==> src/rtl/id_ex_skid.sv <==
// id_ex_skid: ID->EX pipeline boundary with a valid/ready handshake.
// It holds up to two beats (a main entry that drives the outputs and a skid entry),
// so in_ready can come from a register and the stage still passes one beat per cycle.
// A flush kills every held beat for branch redirects. A zeroed NOP bubble is shown
// whenever no beat is valid. Two saturating counters record stall and bubble cycles.
module id_ex_skid #(
   parameter int DATA_W = 128,
   parameter int RD_W   = 5,
   parameter int CNT_W  = 16
) (
   input  logic              clk,
   input  logic              rst,
   input  logic              flush,
   input  logic              in_valid,
   output logic              in_ready,
   input  logic [DATA_W-1:0] in_data,
   input  logic [RD_W-1:0]   in_rdest,
   input  logic              in_we,
   output logic              out_valid,
   input  logic              out_ready,
   output logic [DATA_W-1:0] out_data,
   output logic [RD_W-1:0]   out_rdest,
   output logic              out_we,
   output logic [CNT_W-1:0]  stall_cnt,
   output logic [CNT_W-1:0]  bubble_cnt
);

   // An entry is packed as {we, rdest, data}
   localparam int ENT_W = DATA_W + RD_W + 1;

   localparam logic [1:0] ST_EMPTY = 2'd0;
   localparam logic [1:0] ST_ONE   = 2'd1;
   localparam logic [1:0] ST_FULL  = 2'd2;

   logic [1:0]       state_r;
   logic [1:0]       state_nxt_s;
   logic [ENT_W-1:0] main_r;
   logic [ENT_W-1:0] main_nxt_s;
   logic [ENT_W-1:0] skid_r;
   logic [ENT_W-1:0] skid_nxt_s;
   logic [ENT_W-1:0] in_ent_s;
   logic             out_valid_r;
   logic             in_ready_r;
   logic [CNT_W-1:0] stall_cnt_r;
   logic [CNT_W-1:0] bubble_cnt_r;
   logic             accept_s;
   logic             consume_s;

   // Counter increment that holds at the all-ones value instead of wrapping
   function automatic logic [CNT_W-1:0] sat_inc(input logic [CNT_W-1:0] v);
      logic [CNT_W-1:0] r;
      if (v == {CNT_W{1'b1}}) begin
         r = v;
      end else begin
         r = v + {{(CNT_W-1){1'b0}}, 1'b1};
      end
      return r;
   endfunction

   assign in_ent_s  = {in_we, in_rdest, in_data};
   assign accept_s  = in_valid && in_ready_r;
   assign consume_s = out_valid_r && out_ready;

   // The main entry is zero whenever it is invalid, so the outputs are a NOP without extra gating
   assign out_valid  = out_valid_r;
   assign in_ready   = in_ready_r;
   assign out_data   = main_r[DATA_W-1:0];
   assign out_rdest  = main_r[DATA_W+RD_W-1:DATA_W];
   assign out_we     = main_r[ENT_W-1];
   assign stall_cnt  = stall_cnt_r;
   assign bubble_cnt = bubble_cnt_r;

   // Next occupancy and entry contents from accept/consume; flush overrides everything
   always_comb begin
      state_nxt_s = state_r;
      main_nxt_s  = main_r;
      skid_nxt_s  = skid_r;
      if (flush) begin
         state_nxt_s = ST_EMPTY;
         main_nxt_s  = {ENT_W{1'b0}};
         skid_nxt_s  = {ENT_W{1'b0}};
      end else begin
         case (state_r)
            ST_EMPTY: begin
               if (accept_s) begin
                  state_nxt_s = ST_ONE;
                  main_nxt_s  = in_ent_s;
               end else begin
                  state_nxt_s = ST_EMPTY;
               end
            end
            ST_ONE: begin
               if (accept_s && !consume_s) begin
                  state_nxt_s = ST_FULL;
                  skid_nxt_s  = in_ent_s;
               end else if (accept_s && consume_s) begin
                  state_nxt_s = ST_ONE;
                  main_nxt_s  = in_ent_s;
               end else if (consume_s) begin
                  state_nxt_s = ST_EMPTY;
                  main_nxt_s  = {ENT_W{1'b0}};
               end else begin
                  state_nxt_s = ST_ONE;
               end
            end
            ST_FULL: begin
               // in_ready is low here, so only the drain path exists
               if (consume_s) begin
                  state_nxt_s = ST_ONE;
                  main_nxt_s  = skid_r;
                  skid_nxt_s  = {ENT_W{1'b0}};
               end else begin
                  state_nxt_s = ST_FULL;
               end
            end
            default: begin
               state_nxt_s = ST_EMPTY;
               main_nxt_s  = {ENT_W{1'b0}};
               skid_nxt_s  = {ENT_W{1'b0}};
            end
         endcase
      end
   end

   // Storage and registered handshake flags, derived from the next occupancy
   always_ff @(posedge clk or posedge rst) begin
      if (rst) begin
         state_r     <= ST_EMPTY;
         main_r      <= {ENT_W{1'b0}};
         skid_r      <= {ENT_W{1'b0}};
         out_valid_r <= 1'b0;
         in_ready_r  <= 1'b1;
      end else begin
         state_r     <= state_nxt_s;
         main_r      <= main_nxt_s;
         skid_r      <= skid_nxt_s;
         out_valid_r <= (state_nxt_s != ST_EMPTY);
         in_ready_r  <= (state_nxt_s != ST_FULL);
      end
   end

   // Performance counters sampled on the pre-edge handshake; flush leaves them alone
   always_ff @(posedge clk or posedge rst) begin
      if (rst) begin
         stall_cnt_r  <= {CNT_W{1'b0}};
         bubble_cnt_r <= {CNT_W{1'b0}};
      end else begin
         if (out_valid_r && !out_ready) begin
            stall_cnt_r <= sat_inc(stall_cnt_r);
         end
         if (!out_valid_r && out_ready) begin
            bubble_cnt_r <= sat_inc(bubble_cnt_r);
         end
      end
   end

endmodule

==> config.mk <==
export PLATFORM = sky130hd
export DESIGN_NAME = id_ex_skid
export DESIGN_NICKNAME = d
export VERILOG_FILES = /design/src/rtl/id_ex_skid.sv
export SDC_FILE = /design/constraint.sdc
export NUM_CORES = 1
export LEC_CHECK = 0
export ABC_AREA = 1
export CORE_MARGIN = 4
export CORE_UTILIZATION = 51
export DETAILED_ROUTE_END_ITERATION = 12
export PLACE_DENSITY = 0.9
export SLEW_MARGIN = 10
export SYNTH_ARGS = -nofsm -noshare
export SYNTH_HDL_FRONTEND = slang
export SYNTH_SLANG_ARGS = --single-unit
export TNS_END_PERCENT = 20
==> constraint.sdc <==
create_clock -name clk -period 12.8 [get_ports clk]
set_input_delay 2.56 -clock clk [delete_from_list [all_inputs] [get_ports clk]]
set_output_delay 2.56 -clock clk [all_outputs]
set_load 0.02 [all_outputs]
==> impl_metrics.json <==
{
  "outcome": "finished, final reports clean",
  "hold_class": "flip-flop to flip-flop",
  "clock-root-buffer": "clkbuf_16",
  "fmaxAchievable_mhz": 189,
  "seqPwrFrac": 0.422,
  "ctsResizeCount": 0,
  "comb_power_share": 0.267,
  "syn-num-nets": 2071,
  "cellPowerDensity_nw_per_um2": 161,
  "gp_congestion": 0.904,
  "clkSinkCount": 304,
  "whs_ns": 0.469,
  "dp_hpwl_um": 26400,
  "yosysUniqueCellTypes": 24,
  "grt_setup_unrepaired": "false",
  "startpoint": "flush",
  "setup_viol": 0,
  "drc": 0,
  "grt_use_total": 0.265,
  "route.vias.total": 13900,
  "p_sw_frac": 0.329,
  "setup.worst_path.end_class": "flip-flop",
  "crit_type": "input port to flip-flop",
  "initial_core_util": 0.516,
  "wl_um": 41800,
  "r2r_start": "in_ready$_DFF_PP1_",
  "coreArea_um2": 27700,
  "critPathMaxFanout": 68,
  "power_w": 0.00298,
  "die_x_um": 175,
  "yosys_warnings": 0,
  "htreeDepth": 2,
  "synthCells": 1928,
  "r2r-end": "main_r[22]$_DFFE_PP0P_",
  "clkPwrFrac": 0.312,
  "cts_setup_buffers": 0,
  "routedWlPerCell_um": 16.3,
  "relSlewSlack": 0.170,
  "skew_ns": 0.0170,
  "maxCapViolations": 0,
  "syn_area_um2": 14300,
  "nets": 2309,
  "cp.required_ns": 13.24,
  "fin_tns_setup_ns": 0,
  "final_cell_mix": "929 x nand2_1, 305 x clkdlybuf4s50_1, 303 x dfrtp_1, 269 x a21oi_1, 182 x nor2_1",
  "ys_ff_latch": 304,
  "cts_tree": "built",
  "port_buffers": 306,
  "antenna_left": 0,
  "vias_per_cell": 5.43,
  "io_pins": 307,
  "firstDrtPassIters": 6,
  "die_y_um": 175,
  "min_period_ns": 5.28,
  "layout.cells.most_common": "nand2_1",
  "cts_buffers": 34,
  "cts_hold_buf": 0,
  "finalHoldViolations": 0,
  "insertion_delay_ns": 0.50,
  "clk_pin_slew_ns": 0.06,
  "grt_max_degree": 146,
  "reg2reg_slack_ns": 9.72,
  "dieArea_um2": 30800,
  "grt_pass1_wl_um": 67600,
  "cp-endpoint": "main_r[100]$_DFFE_PP0P_",
  "internal_power_w": 0.00200,
  "crit_path_start_kind": "input port",
  "antenna_found_initial": 2,
  "clock_path_buffers": 3,
  "rows": 61,
  "first_global_vias": 13700,
  "ir_worst_vdd_v": 0.000111,
  "ff2ff_path_depth": 11,
  "cp.arrival_ns": 5.72,
  "register_area_um2": 7610,
  "p_switching_w": 0.000981,
  "p_leak_nw": 8.65,
  "syn2layout_area_growth_pct": 29.4,
  "overflow": 0,
  "finalCritPeriodShare": 0.413,
  "avgSynthCellArea_um2": 7.42,
  "worst_pin_slew_ns": 1.24,
  "drv_slew": 0,
  "nFillCells": 2159,
  "multi_input_area_um2": 6030,
  "seq_area_frac_synth": 0.532,
  "drt_iter0_markers": 1457,
  "drive_gt1_frac": 0.0334
}
cell families after synthesis:
kind of cell               after synthesis  share of synthesized area
buffers and inverters                  164                     0.0477
DFF                                    304                      0.532
AOI/OAI and AO/OA                      289                      0.101
adders and majority gates                4                    0.00350
and+or+nand+nor                       1159                      0.311
xor gates and xnor gates                 8                    0.00490
worst max-delay path, cell delays in order:
cell and delay, ns:
buf_4 0.52, nor2_1 0.17, nand2_1 0.14, inv_4 0.21, nand2_1 0.17, nand2_1 0.14, nor2_4 0.12, buf_4 0.58
buf_4 0.72, nand2_1 0.15, nand2_1 0.12
metal layers:
| metal | up-vias | wire length (µm) | GRT usage |
|---|---|---|---|
| met2 | 695 | 19700 | 0.433 |
| li1 | 6523 | - | - |
| met4 | 2 | 1800 | 0.113 |
| met5 | - | 17 | 0 |
| met3 | 135 | 3900 | 0.0637 |
| met1 | 6577 | 16400 | 0.339 |
worst min-delay path by stage:
stage	endpoint	cells past startpoint	start
final	main_r[96]$_DFFE_PP0P_	2	main_r[96]$_DFFE_PP0P_
after CTS	main_r[96]$_DFFE_PP0P_	2	main_r[96]$_DFFE_PP0P_
after global routing	main_r[12]$_DFFE_PP0P_	2	main_r[12]$_DFFE_PP0P_
after floorplan	skid_r[48]$_DFFE_PP0P_	2	skid_r[48]$_DFFE_PP0P_
after detailed placement	main_r[96]$_DFFE_PP0P_	2	main_r[96]$_DFFE_PP0P_
after global placement	main_r[113]$_DFFE_PP0P_	2	main_r[113]$_DFFE_PP0P_
registers in the layout, summed over array words and instances, names as in the netlist:
signal / count
out_valid: 1
state_r: 2
main_r: 134
in_ready: 1
stall_cnt: 16
bubble_cnt: 16
skid_r: 134
cell type report:
cell class / count / share of cell area
inverter: 46 / 0.00986
antenna: 1 / 0.000135
timing repair buffer: 320 / 0.171
tap: 378 / 0.0255
multi-input combinational: 1460 / 0.326
sequential: 304 / 0.411
clock buffer: 50 / 0.0553
clock inverter: 6 / 0.00162
synth_stat cells:
library cell	number	area, µm²
nand2_1	929	3490
nor3_1	2	10.0
nand3_1	25	125
nand3b_1	1	7.51
nor2_4	2	22.5
buf_2	44	220
ha_1	4	50.1
xnor2_1	4	35.0
a21oi_1	270	1350
a22oi_1	1	7.51
buf_1	10	37.5
o21ai_1	5	25.0
nor2_2	1	6.26
inv_2	3	11.3
dfrtp_1	303	7580
buf_4	3	22.5
nor2_1	182	683
o21ai_0	13	65.1
clkbuf_1	61	229
dfstp_2	1	26.3
and2_1	1	6.26
xor2_1	4	35.0
nand4_1	16	100
inv_1	43	161
per-stage QoR:
| step | instance area (µm²) | setup WS (ns) | utilization | std cells |
|---|---|---|---|---|
| 5_1_grt | 18500 | 7.26 | 0.668 | 2565 |
| 4_1_cts | 18500 | 7.53 | 0.668 | 2564 |
| 6_report | 18500 | 7.52 | 0.668 | 2565 |
| 3_5_place_dp | 17500 | 7.02 | 0.630 | 2508 |
| 2_1_floorplan | 14300 | 1.84 | - | 1928 |
| 3_3_place_gp | 17500 | 7.12 | 0.630 | 2508 |
power groups by stage:
stage	sequential, W	combinational, W	clock [W]
6_report	0.00126	0.000794	0.000929
5_1_grt	0.00127	0.000867	0.000983
4_1_cts	0.00125	0.000796	0.000947
3_5_place_dp	0.00126	0.000791	0
3_3_place_gp	0.00126	0.000765	0
2_1_floorplan	0.00135	0.000346	0
Note: power is estimated with default switching activity, not from simulation.
